[config.mk]
export PLATFORM = sky130hd
export DESIGN_NAME = macarray_param_flat
export DESIGN_NICKNAME = d
export VERILOG_FILES = /design/src/rtl/macarray_param_if.sv /design/src/rtl/macarray_param.sv /design/src/flat_wrapper.sv
export SDC_FILE = /design/constraint.sdc
export NUM_CORES = 2
export LEC_CHECK = 0
export ABC_CLOCK_PERIOD_IN_PS = 46200
export CORE_MARGIN = 2
export CORE_UTILIZATION = 59
export CTS_BUF_LIST = sky130_fd_sc_hd__clkbuf_4 sky130_fd_sc_hd__clkbuf_8 sky130_fd_sc_hd__clkbuf_16
export DETAILED_ROUTE_END_ITERATION = 8
export PLACE_DENSITY_LB_ADDON = 0.1
export SLEW_MARGIN = 20
export SYNTH_ARGS = -nofsm -noshare
export SYNTH_HDL_FRONTEND = slang
export SYNTH_SLANG_ARGS = --single-unit
export TNS_END_PERCENT = 100
[constraint.sdc]
create_clock -name clk -period 46.2 [get_ports clk]
set_input_delay 6.93 -clock clk [delete_from_list [all_inputs] [get_ports clk]]
set_output_delay 6.93 -clock clk [all_outputs]
set_load 0.05 [all_outputs]
[src/rtl/macarray_param_if.sv]
// Bus bundle for macarray_param: job control, status and the three SRAM ports.
// The master modport is the MAC array; the slave modport is the SRAM/host side.
interface macarray_param_if #(
    parameter int DW    = 8,
    parameter int LANES = 8,
    parameter int DIM_W = 4,
    parameter int AW    = 3,
    parameter int OAW   = 4
);
    localparam int WW = DW * LANES;

    logic               start;
    logic [3*DIM_W-1:0] mnt;
    logic               mode;

    logic               en_i;
    logic [AW-1:0]      addr_i;
    logic [WW-1:0]      rdata_i;

    logic               en_w;
    logic [AW-1:0]      addr_w;
    logic [WW-1:0]      rdata_w;

    logic               en_o;
    logic               rw_o;
    logic [OAW-1:0]     addr_o;
    logic [WW-1:0]      wdata_o;
    logic [WW-1:0]      rdata_o;

    logic               busy;
    logic               done;
    logic               err;

    modport master (
        input  start, mnt, mode, rdata_i, rdata_w, rdata_o,
        output en_i, addr_i, en_w, addr_w, en_o, rw_o, addr_o, wdata_o,
               busy, done, err
    );

    modport slave (
        output start, mnt, mode, rdata_i, rdata_w, rdata_o,
        input  en_i, addr_i, en_w, addr_w, en_o, rw_o, addr_o, wdata_o,
               busy, done, err
    );
endinterface

[src/rtl/macarray_param.sv]
// Parametrised MAC array: OUT(TxM) = IN(TxN) * W(NxM), one output row per pass.
// Reads an IN row, then one W-transpose row per output column, accumulates into a
// row buffer and packs the row into the output SRAM (optionally read-modify-write).
// Optional feature macro: MACARRAY_PARAM_SAT_EN (saturating reduction to OUT_DW;
// when undefined the reduction wraps).
module macarray_param #(
    parameter int DW     = 8,
    parameter int LANES  = 8,
    parameter int MAX_M  = 8,
    parameter int MAX_T  = 8,
    parameter int OUT_DW = 16,
    parameter int DIM_W  = 4,
    parameter int AW     = 3,
    parameter int OAW    = 4
) (
    input  logic             clk,
    input  logic             rst_n,
    macarray_param_if.master bus
);
    localparam int WW    = DW * LANES;
    localparam int OPW   = WW / OUT_DW;
    localparam int WPR   = MAX_M / OPW;
    localparam int FW    = 2 * DW + $clog2(LANES);
    localparam int RW    = (FW > OUT_DW + 1) ? FW : OUT_DW + 1;
    localparam int MW    = (MAX_M > 1) ? $clog2(MAX_M) : 1;
    localparam int WBW   = (WPR > 1) ? $clog2(WPR) : 1;

    typedef enum logic [2:0] {
        S_IDLE, S_IN_RD, S_W_RD, S_MAC, S_O_RD, S_O_WR, S_ZFILL, S_FIN
    } state_t;

    state_t             state, state_nxt;
    logic [DIM_W-1:0]   m_cfg, n_cfg, t_cfg;
    logic               mode_q;
    logic [DIM_W-1:0]   t_cnt, m_cnt;
    logic [WBW-1:0]     w_cnt;
    logic [OAW-1:0]     z_addr;
    logic [WW-1:0]      in_word;
    logic [OUT_DW-1:0]  row_buf [MAX_M];
    logic               err_q;

    logic [DIM_W-1:0]   req_m, req_n, req_t;
    logic               cfg_ok, accept, reject;
    logic               last_m, last_w, last_t, last_z, do_zfill;
    logic [OAW-1:0]     o_addr;
    logic signed [FW-1:0] mac_sum;
    logic [WW-1:0]      wr_word;

    // Reduce a wide signed value to OUT_DW: saturate or wrap depending on build.
    function automatic logic [OUT_DW-1:0] reduce_val(input logic signed [RW-1:0] v);
`ifdef MACARRAY_PARAM_SAT_EN
        if (v[RW-1:OUT_DW-1] != {(RW-OUT_DW+1){v[RW-1]}})
            return v[RW-1] ? {1'b1, {(OUT_DW-1){1'b0}}} : {1'b0, {(OUT_DW-1){1'b1}}};
        return v[OUT_DW-1:0];
`else
        return v[OUT_DW-1:0];
`endif
    endfunction

    assign req_m  = bus.mnt[3*DIM_W-1 -: DIM_W];
    assign req_n  = bus.mnt[2*DIM_W-1 -: DIM_W];
    assign req_t  = bus.mnt[DIM_W-1:0];
    assign cfg_ok = (req_m != '0) && (req_m <= DIM_W'(MAX_M)) &&
                    (req_n != '0) && (req_n <= DIM_W'(LANES)) &&
                    (req_t != '0) && (req_t <= DIM_W'(MAX_T));
    assign accept = (state == S_IDLE) && bus.start && cfg_ok;
    assign reject = (state == S_IDLE) && bus.start && !cfg_ok;

    assign last_m   = (m_cnt == m_cfg - 1'b1);
    assign last_w   = (w_cnt == WBW'(WPR - 1));
    assign last_t   = (t_cnt == t_cfg - 1'b1);
    assign last_z   = (z_addr == OAW'(MAX_T * WPR - 1));
    assign do_zfill = !mode_q && (t_cfg != DIM_W'(MAX_T));
    assign o_addr   = OAW'(int'(t_cnt) * WPR + int'(w_cnt));
    assign bus.err  = err_q;

    // Dot product of the latched IN row with the W-transpose row arriving this cycle.
    always_comb begin
        // NOTE: every variable assigned in always_comb gets a default first, so no latch is inferred.
        mac_sum = '0;
        for (int n = 0; n < LANES; n++) begin
            if (n < int'(n_cfg))
                mac_sum += FW'($signed(in_word[(LANES-1-n)*DW +: DW])) *
                           FW'($signed(bus.rdata_w[(LANES-1-n)*DW +: DW]));
        end
    end

    // Pack row-buffer slots of word w_cnt; in accumulate mode add the old OUT word.
    always_comb begin
        wr_word = '0;
        for (int s = 0; s < OPW; s++) begin
            if (mode_q)
                wr_word[(OPW-1-s)*OUT_DW +: OUT_DW] = reduce_val(
                    RW'($signed(bus.rdata_o[(OPW-1-s)*OUT_DW +: OUT_DW])) +
                    RW'($signed(row_buf[MW'(int'(w_cnt) * OPW + s)])));
            else
                wr_word[(OPW-1-s)*OUT_DW +: OUT_DW] = row_buf[MW'(int'(w_cnt) * OPW + s)];
        end
    end

    // State register.
    always_ff @(posedge clk or negedge rst_n) begin
        if (!rst_n) state <= S_IDLE;
        else        state <= state_nxt;
    end

    // Next-state and SRAM/status outputs decoded from the current state.
    always_comb begin
        state_nxt   = state;
        bus.en_i    = 1'b0;
        bus.addr_i  = '0;
        bus.en_w    = 1'b0;
        bus.addr_w  = '0;
        bus.en_o    = 1'b0;
        bus.rw_o    = 1'b0;
        bus.addr_o  = '0;
        bus.wdata_o = '0;
        bus.busy    = 1'b0;
        bus.done    = 1'b0;
        case (state)
            S_IDLE: if (accept) state_nxt = S_IN_RD;
            S_IN_RD: begin
                bus.busy   = 1'b1;
                bus.en_i   = 1'b1;
                bus.addr_i = t_cnt[AW-1:0];
                state_nxt  = S_W_RD;
            end
            S_W_RD: begin
                bus.busy   = 1'b1;
                bus.en_w   = 1'b1;
                bus.addr_w = m_cnt[AW-1:0];
                state_nxt  = S_MAC;
            end
            S_MAC: begin
                bus.busy = 1'b1;
                if (!last_m)     state_nxt = S_W_RD;
                else if (mode_q) state_nxt = S_O_RD;
                else             state_nxt = S_O_WR;
            end
            S_O_RD: begin
                bus.busy   = 1'b1;
                bus.en_o   = 1'b1;
                bus.addr_o = o_addr;
                state_nxt  = S_O_WR;
            end
            S_O_WR: begin
                bus.busy    = 1'b1;
                bus.en_o    = 1'b1;
                bus.rw_o    = 1'b1;
                bus.addr_o  = o_addr;
                bus.wdata_o = wr_word;
                if (!last_w)      state_nxt = mode_q ? S_O_RD : S_O_WR;
                else if (!last_t) state_nxt = S_IN_RD;
                else if (do_zfill) state_nxt = S_ZFILL;
                else              state_nxt = S_FIN;
            end
            S_ZFILL: begin
                bus.busy   = 1'b1;
                bus.en_o   = 1'b1;
                bus.rw_o   = 1'b1;
                bus.addr_o = z_addr;
                if (last_z) state_nxt = S_FIN;
            end
            S_FIN: begin
                bus.done  = 1'b1;
                state_nxt = S_IDLE;
            end
            default: state_nxt = S_IDLE;
        endcase
    end

    // Job configuration, loop counters, IN row latch and row buffer.
    always_ff @(posedge clk or negedge rst_n) begin
        if (!rst_n) begin
            // NOTE: sequential state uses non-blocking assignments so all registers update together.
            err_q   <= 1'b0;
            m_cfg   <= '0;
            n_cfg   <= '0;
            t_cfg   <= '0;
            mode_q  <= 1'b0;
            t_cnt   <= '0;
            m_cnt   <= '0;
            w_cnt   <= '0;
            z_addr  <= '0;
            in_word <= '0;
            // NOTE: the row buffer is a handful of flops, so it is reset rather than left undefined.
            for (int i = 0; i < MAX_M; i++) row_buf[i] <= '0;
        end else begin
            err_q <= reject;
            case (state)
                S_IDLE: if (accept) begin
                    m_cfg  <= req_m;
                    n_cfg  <= req_n;
                    t_cfg  <= req_t;
                    mode_q <= bus.mode;
                    t_cnt  <= '0;
                end
                S_IN_RD: begin
                    m_cnt <= '0;
                    w_cnt <= '0;
                    for (int i = 0; i < MAX_M; i++) row_buf[i] <= '0;
                end
                S_W_RD: if (m_cnt == '0) in_word <= bus.rdata_i;
                S_MAC: begin
                    row_buf[m_cnt[MW-1:0]] <= reduce_val(RW'(mac_sum));
                    m_cnt <= m_cnt + 1'b1;
                end
                S_O_WR: begin
                    w_cnt <= last_w ? '0 : w_cnt + 1'b1;
                    if (last_w) begin
                        t_cnt  <= t_cnt + 1'b1;
                        z_addr <= OAW'(int'(t_cfg) * WPR);
                    end
                end
                S_ZFILL: z_addr <= z_addr + 1'b1;
                default: ;
            endcase
        end
    end
endmodule

[src/flat_wrapper.sv]
// flat-port wrapper written by rule: the top's interface ports become plain ports
module macarray_param_flat 
#(
    parameter int DW     = 8,
    parameter int LANES  = 8,
    parameter int MAX_M  = 8,
    parameter int MAX_T  = 8,
    parameter int OUT_DW = 16,
    parameter int DIM_W  = 4,
    parameter int AW     = 3,
    parameter int OAW    = 4
)
  (clk, rst_n, bus_start, bus_mnt, bus_mode, bus_rdata_i, bus_rdata_w, bus_rdata_o, bus_en_i, bus_addr_i, bus_en_w, bus_addr_w, bus_en_o, bus_rw_o, bus_addr_o, bus_wdata_o, bus_busy, bus_done, bus_err);
  macarray_param_if #(.DW(DW), .LANES(LANES), .DIM_W(DIM_W), .AW(AW), .OAW(OAW)) bus_i ();
  input  logic clk;
  input  logic rst_n;
  input wire logic [$bits(bus_i.start)-1:0] bus_start;
  input wire logic [$bits(bus_i.mnt)-1:0] bus_mnt;
  input wire logic [$bits(bus_i.mode)-1:0] bus_mode;
  input wire logic [$bits(bus_i.rdata_i)-1:0] bus_rdata_i;
  input wire logic [$bits(bus_i.rdata_w)-1:0] bus_rdata_w;
  input wire logic [$bits(bus_i.rdata_o)-1:0] bus_rdata_o;
  output wire logic [$bits(bus_i.en_i)-1:0] bus_en_i;
  output wire logic [$bits(bus_i.addr_i)-1:0] bus_addr_i;
  output wire logic [$bits(bus_i.en_w)-1:0] bus_en_w;
  output wire logic [$bits(bus_i.addr_w)-1:0] bus_addr_w;
  output wire logic [$bits(bus_i.en_o)-1:0] bus_en_o;
  output wire logic [$bits(bus_i.rw_o)-1:0] bus_rw_o;
  output wire logic [$bits(bus_i.addr_o)-1:0] bus_addr_o;
  output wire logic [$bits(bus_i.wdata_o)-1:0] bus_wdata_o;
  output wire logic [$bits(bus_i.busy)-1:0] bus_busy;
  output wire logic [$bits(bus_i.done)-1:0] bus_done;
  output wire logic [$bits(bus_i.err)-1:0] bus_err;
  assign bus_i.start = bus_start;
  assign bus_i.mnt = bus_mnt;
  assign bus_i.mode = bus_mode;
  assign bus_i.rdata_i = bus_rdata_i;
  assign bus_i.rdata_w = bus_rdata_w;
  assign bus_i.rdata_o = bus_rdata_o;
  assign bus_en_i = bus_i.en_i;
  assign bus_addr_i = bus_i.addr_i;
  assign bus_en_w = bus_i.en_w;
  assign bus_addr_w = bus_i.addr_w;
  assign bus_en_o = bus_i.en_o;
  assign bus_rw_o = bus_i.rw_o;
  assign bus_addr_o = bus_i.addr_o;
  assign bus_wdata_o = bus_i.wdata_o;
  assign bus_busy = bus_i.busy;
  assign bus_done = bus_i.done;
  assign bus_err = bus_i.err;
  macarray_param #(.DW(DW), .LANES(LANES), .MAX_M(MAX_M), .MAX_T(MAX_T), .OUT_DW(OUT_DW), .DIM_W(DIM_W), .AW(AW), .OAW(OAW)) u_core (.clk(clk), .rst_n(rst_n), .bus(bus_i));
endmodule
Word-level counts from Yosys, hierarchy flattened
Cells that the tools add are included.
- register bits after elaboration: 222
- input bits: 208
- output and inout port bits: 81
- add/sub/neg operators: 21
- multiply operators: 8
- order comparisons: 17
- equality and inequality tests: 14
- multiplexer cells: 54
- bitwise gates (word level): 5
- reductions and logical operators: 30
- operators by type and width (operator ; number):
    two-way mux 16 bit ; 21
    one-hot mux 128 bit (2 select lines) ; 1
    binary-select mux 16 bit (select 3 bit) ; 4
    adder 16 bit ; 11
    bitwise mux 128 bit ; 1
    multiplier 8 x 8 -> 16 bit ; 8
    two-way mux 64 bit ; 1
    demux 16 bit (select 3 bit) ; 1
    one-hot mux 4 bit (2 select lines) ; 4
    one-hot mux 3 bit (8 select lines) ; 1
    two-way mux 3 bit ; 7
    greater-or-equal comparator 3 x 4 -> 1 bit (second input constant) ; 4
    less-than comparator 3 x 4 -> 1 bit (first input constant) ; 4
    adder 4 x 1 -> 4 bit (second input constant) ; 3
    == test 3 bit (second input constant) ; 4
    less-or-equal comparator 4 bit (second input constant) ; 3
    two-way mux 4 bit ; 3
    inverter 3 bit ; 4
    nonzero test 4 bit ; 3
    logical AND 1 bit ; 10
    two-way mux 1 bit ; 9
    == test 4 bit ; 2
    less-than comparator 1 x 4 -> 1 bit (first input constant) ; 2
    less-than comparator 2 x 4 -> 1 bit (first input constant) ; 2
    other kinds (23) ; 36

Depth between registers and ports, before layout
- depth after elaboration: 18
- depth in mapped cells: 111

Least setup slack after synthesis
OpenSTA, ideal clock, no wires.
- kind: input-to-reg
- start point: input port bus_rdata_w[56]
- end point: register u_core.row_buf[15] (netlist bit)
- data arrival time: 34.595 ns
- required time: 46.079 ns
- slack: 11.484 ns
- stages: 108
- buffers on the path: 0
- path through: and2_1 inv_1 fa_1 inv_1 fa_1 inv_1 fa_1 fa_1 inv_1 ha_1 inv_1 xnor2_1 nor2_1 fa_1 inv_1 fa_1 inv_1 fa_1 [72 not listed] a21oi_1 o21ai_0 fa_1 inv_1 fa_1 fa_1 inv_1 fa_1 ha_1 ha_1 or3_1 o21ai_0 a21oi_1 xnor2_1 nand2_1 xnor2_1 xnor3_2 a22o_1
- longest elaborated chain between the ends: 18
- ends and longest elaborated chain (element ; line ; RTL):
    start: declaration ; flat_wrapper.sv:21 ; input wire logic [$bits(bus_i.rdata_w)-1:0] bus_rdata_w;
    multiplier 8 x 8 -> 16 bit (*) ; macarray_param.sv:83 ; mac_sum += FW'($signed(in_word[(LANES-1-n)*DW +: DW])) *
    two-way mux 16 bit (*) ; macarray_param.sv:82 ; if (n < int'(n_cfg))
    adder 16 bit ; macarray_param.sv:83 ;
    two-way mux 16 bit (*) ; macarray_param.sv:82 ;
    adder 16 bit ; macarray_param.sv:83 ;
    two-way mux 16 bit (*) ; macarray_param.sv:82 ;
    adder 16 bit ; macarray_param.sv:83 ;
    two-way mux 16 bit (*) ; macarray_param.sv:82 ;
    [2 not listed] ; -- ;
    adder 16 bit ; macarray_param.sv:83 ;
    two-way mux 16 bit (*) ; macarray_param.sv:82 ;
    adder 16 bit ; macarray_param.sv:83 ;
    two-way mux 16 bit (*) ; macarray_param.sv:82 ;
    adder 16 bit ; macarray_param.sv:83 ;
    two-way mux 16 bit (*) ; macarray_param.sv:82 ;
    bitwise mux 128 bit (*) ; macarray_param.sv:205 ; row_buf[m_cnt[MW-1:0]] <= reduce_val(RW'(mac_sum));
    one-hot mux 128 bit (2 select lines) (*) ; macarray_param.sv:190 ; case (state)
    end signal: indexed assignment ; macarray_param.sv:205 ;
    end: declaration ; macarray_param.sv:39 ; logic [OUT_DW-1:0] row_buf [MAX_M];
Mark *: on every way between the ends. The rest lies on a longest branch, timed or not.
A chain may end at the register's enable or synchronous reset.

Final worst setup path
Ends and elaborated chain as after synthesis.

==> metrics.txt <==
clk root buf clkbuf_16; Primary FF master, synth dfrtp_1; initial drt markers 1898; TritonCTS clock tree built; total gr overflow 0; layout cells sized above 1 5.96%; final wirelength 94300 um; area share of fa/ha/maj cells after synthesis 41.7%; RD Place Congestion 0.932; status completed; NumNets Final 5377; largest area contributor in the netlist fa_1; Initial Util 59.4%; syn_area_per_cell 9.23 sq um; htree depth 1; vias in the first global route 29.2k; synth unique cells 83; Synth Area in XOR/XNOR 4.87%; GRT Overall Usage 29.7%; placed wire-length estimate 77100 um; post-synthesis register bit count 222; worst slack at placement 9.06 ns; main combinational cell family by area after synthesis adder cells; startpoint types input pin; Worst setup EP type register; ANT nets after route 0; DIE AREA 65300 sq um; post-synth top area share 29.8%; Rel. slew slack 23.3%; Post-synth EDFFs 0; Die Ht 255 um; DRC Markers 0; R2R Setup Slk 16.03 ns; Core Util, Final 66.9%; Port Buffer Count 288; clock tree buffer depth 3; Core ar. 62900 sq um; post-synthesis mux area share 5.41%; Final period util 79.2%; Synth Warn # 0; # rows 92; vias post-DR 28.4k; pin count of the biggest net entering global routing 113; compound-gate portion of the synthesized area 9.79%; setup TNS 0 ns; chip width 255 um; Seq/Total Area, Yosys 14.9%; final hold violations 0; Crit-path slowest cell clkdlybuf4s50_1; Crit Path Class input pin to register; Post CTS Setup Buffer Count 0; # Max-Cap Violations 0; R2R depth 100; clock latency on the worst-skew pair 0.62 ns; CTS resizes 0; worst hold path stage count 2; minimum clock period 36.59 ns; Mapped Cells 4042; CP Max Fanout 8; hold-fix buffers at CTS 0; Worst Path Required 46.69 ns; Post-Syn Nets 5161; top post-synthesis cells by area fa_1 30%, dfrtp_1 15%, ha_1 12%; Hold WC Path Type register to register; Max Clk Rate 0.0273 GHz; clk_skew 0.0393 ns; Area Growth Syn to Fin 12.6%; Num CTS Buffers 29; initial antenna violation count 4; post-DR vias/cell 5.55; worst slew pin tran 1.12 ns; RSZ-0062 raised after global routing no; Sinks on Clock Net 222; Synth Area in Simple Gates 15.4%; post-route setup slack 9.61 ns; fin. max-slew vios 0; DRT Pass-1 Iters 5; ys async rst share 100%; Top cell by count, worst path fa_1; global-route wire length before repair 156000 um; Ports 289; post-detailed-route wirelength per cell 18.4 um; final setup fails 0; Post-Syn Area 37300 sq um; clock transition at the registers of the reported paths 0.06 ns; WP data arrival 37.08 ns; max incr delay on CP 0.61 ns
[layer usage]
layer | up-vias | share of wire [%] | track usage [%]
met5 | - | 0.037 | 0
met4 | 6 | 2.9 | 7.93
met3 | 139 | 6.1 | 4.24
met2 | 740 | 47 | 48.2
met1 | 14100 | 44 | 42.0
li1 | 13500 | - | -
[cell families after synthesis]
group / after synthesis
AOI/OAI and AO/OA: 588
DFF: 222
xor gates and xnor gates: 204
and+or+nand+nor: 1157
adders and majority gates: 911
buffers and inverters: 780
muxes: 180
[worst paths after layout]
| check | startpoint | to |
|---|---|---|
| worst max-delay path | bus_rdata_w[56] | u_core.row_buf[15]$_DFFE_PN0P_ |
| worst min-delay path | u_core.row_buf[2]$_DFFE_PN0P_ | u_core.row_buf[2]$_DFFE_PN0P_ |
| worst max register to register | u_core.in_word[63]$_DFFE_PN0P_ | u_core.row_buf[15]$_DFFE_PN0P_ |
| worst min register to register | u_core.row_buf[2]$_DFFE_PN0P_ | u_core.row_buf[2]$_DFFE_PN0P_ |
| max in group asynchronous | rst_n | u_core.row_buf[85]$_DFFE_PN0P_ |
| min in group asynchronous | rst_n | u_core.in_word[44]$_DFFE_PN0P_ |
[sequential cells by signal, indices dropped and copies added (netlist names), 3 cells and up]
| name | flops |
|---|---|
| u_core.m_cfg | 4 |
| u_core.m_cnt | 4 |
| u_core.state | 3 |
| u_core.z_addr | 4 |
| u_core.row_buf | 128 |
| u_core.n_cfg | 4 |
| u_core.in_word | 64 |
| u_core.t_cfg | 4 |
| u_core.t_cnt | 4 |
[worst max-delay path, delay by kind of cell]
| family | cells | cell delay (ns) |
|---|---|---|
| adder cells (fa/ha/maj) | 47 | 21.39 |
| AO/OA/AOI/OAI | 15 | 3.84 |
| XOR/XNOR | 9 | 2.01 |
| buffers and inverters | 22 | 1.79 |
| AND/OR/NAND/NOR | 8 | 1.09 |
[area by class of cell]
type                    count  area [sq um]
multi-input cells        3040         28900
fillers                  5274         20800
flip-flops and latches    222          5560
repair buffers            307          3040
inverters                 658          2470
well taps                 846          1060
clock buffers              39           820
clock inverters            14           208
diodes                      3          7.51
[Yosys cell counts, drive strengths merged, types with 42 or more instances]
cell	number
inv	658
fa	556
nand2	361
ha	355
and2	293
o21ai	232
dfrtp	222
nor2	150
mux2	149
nand3	145
xnor2	143
a21oi	125
clkbuf	98
nand2b	84
xor2	59
a211oi	44
a21o	44
nor3	42
[cells in the final DEF (no fill, tap or decap), drive strengths merged, types with 20 or more instances in the layout]
cell           count
inv              660
fa               556
nand2            361
ha               355
and2             293
clkdlybuf4s50    287
o21ai            232
dfrtp            222
nor2             150
mux2             149
nand3            145
xnor2            143
a21oi            125
nand2b            84
xor2              59
a21o              44
a211oi            44
nor3              42
clkbuf            39
mux2i             31
o21a              23
nor2b             21
a21boi            21
buf               20
[metrics by stage]
stage / area [sq um] / hold slack, ns / instances
finish: 42000 / 0.474 / 5129
floorplan: 37300 / 0.444 / 4042
global route: 42000 / 0.508 / 5127
global placement: 41000 / 0.461 / 5073
detailed placement: 41000 / 0.471 / 5073
CTS: 42000 / 0.484 / 5126
Power is left out: the tool's default activity adds up to more than one toggle a clock period on the data nets, which glitch-free logic cannot reach.
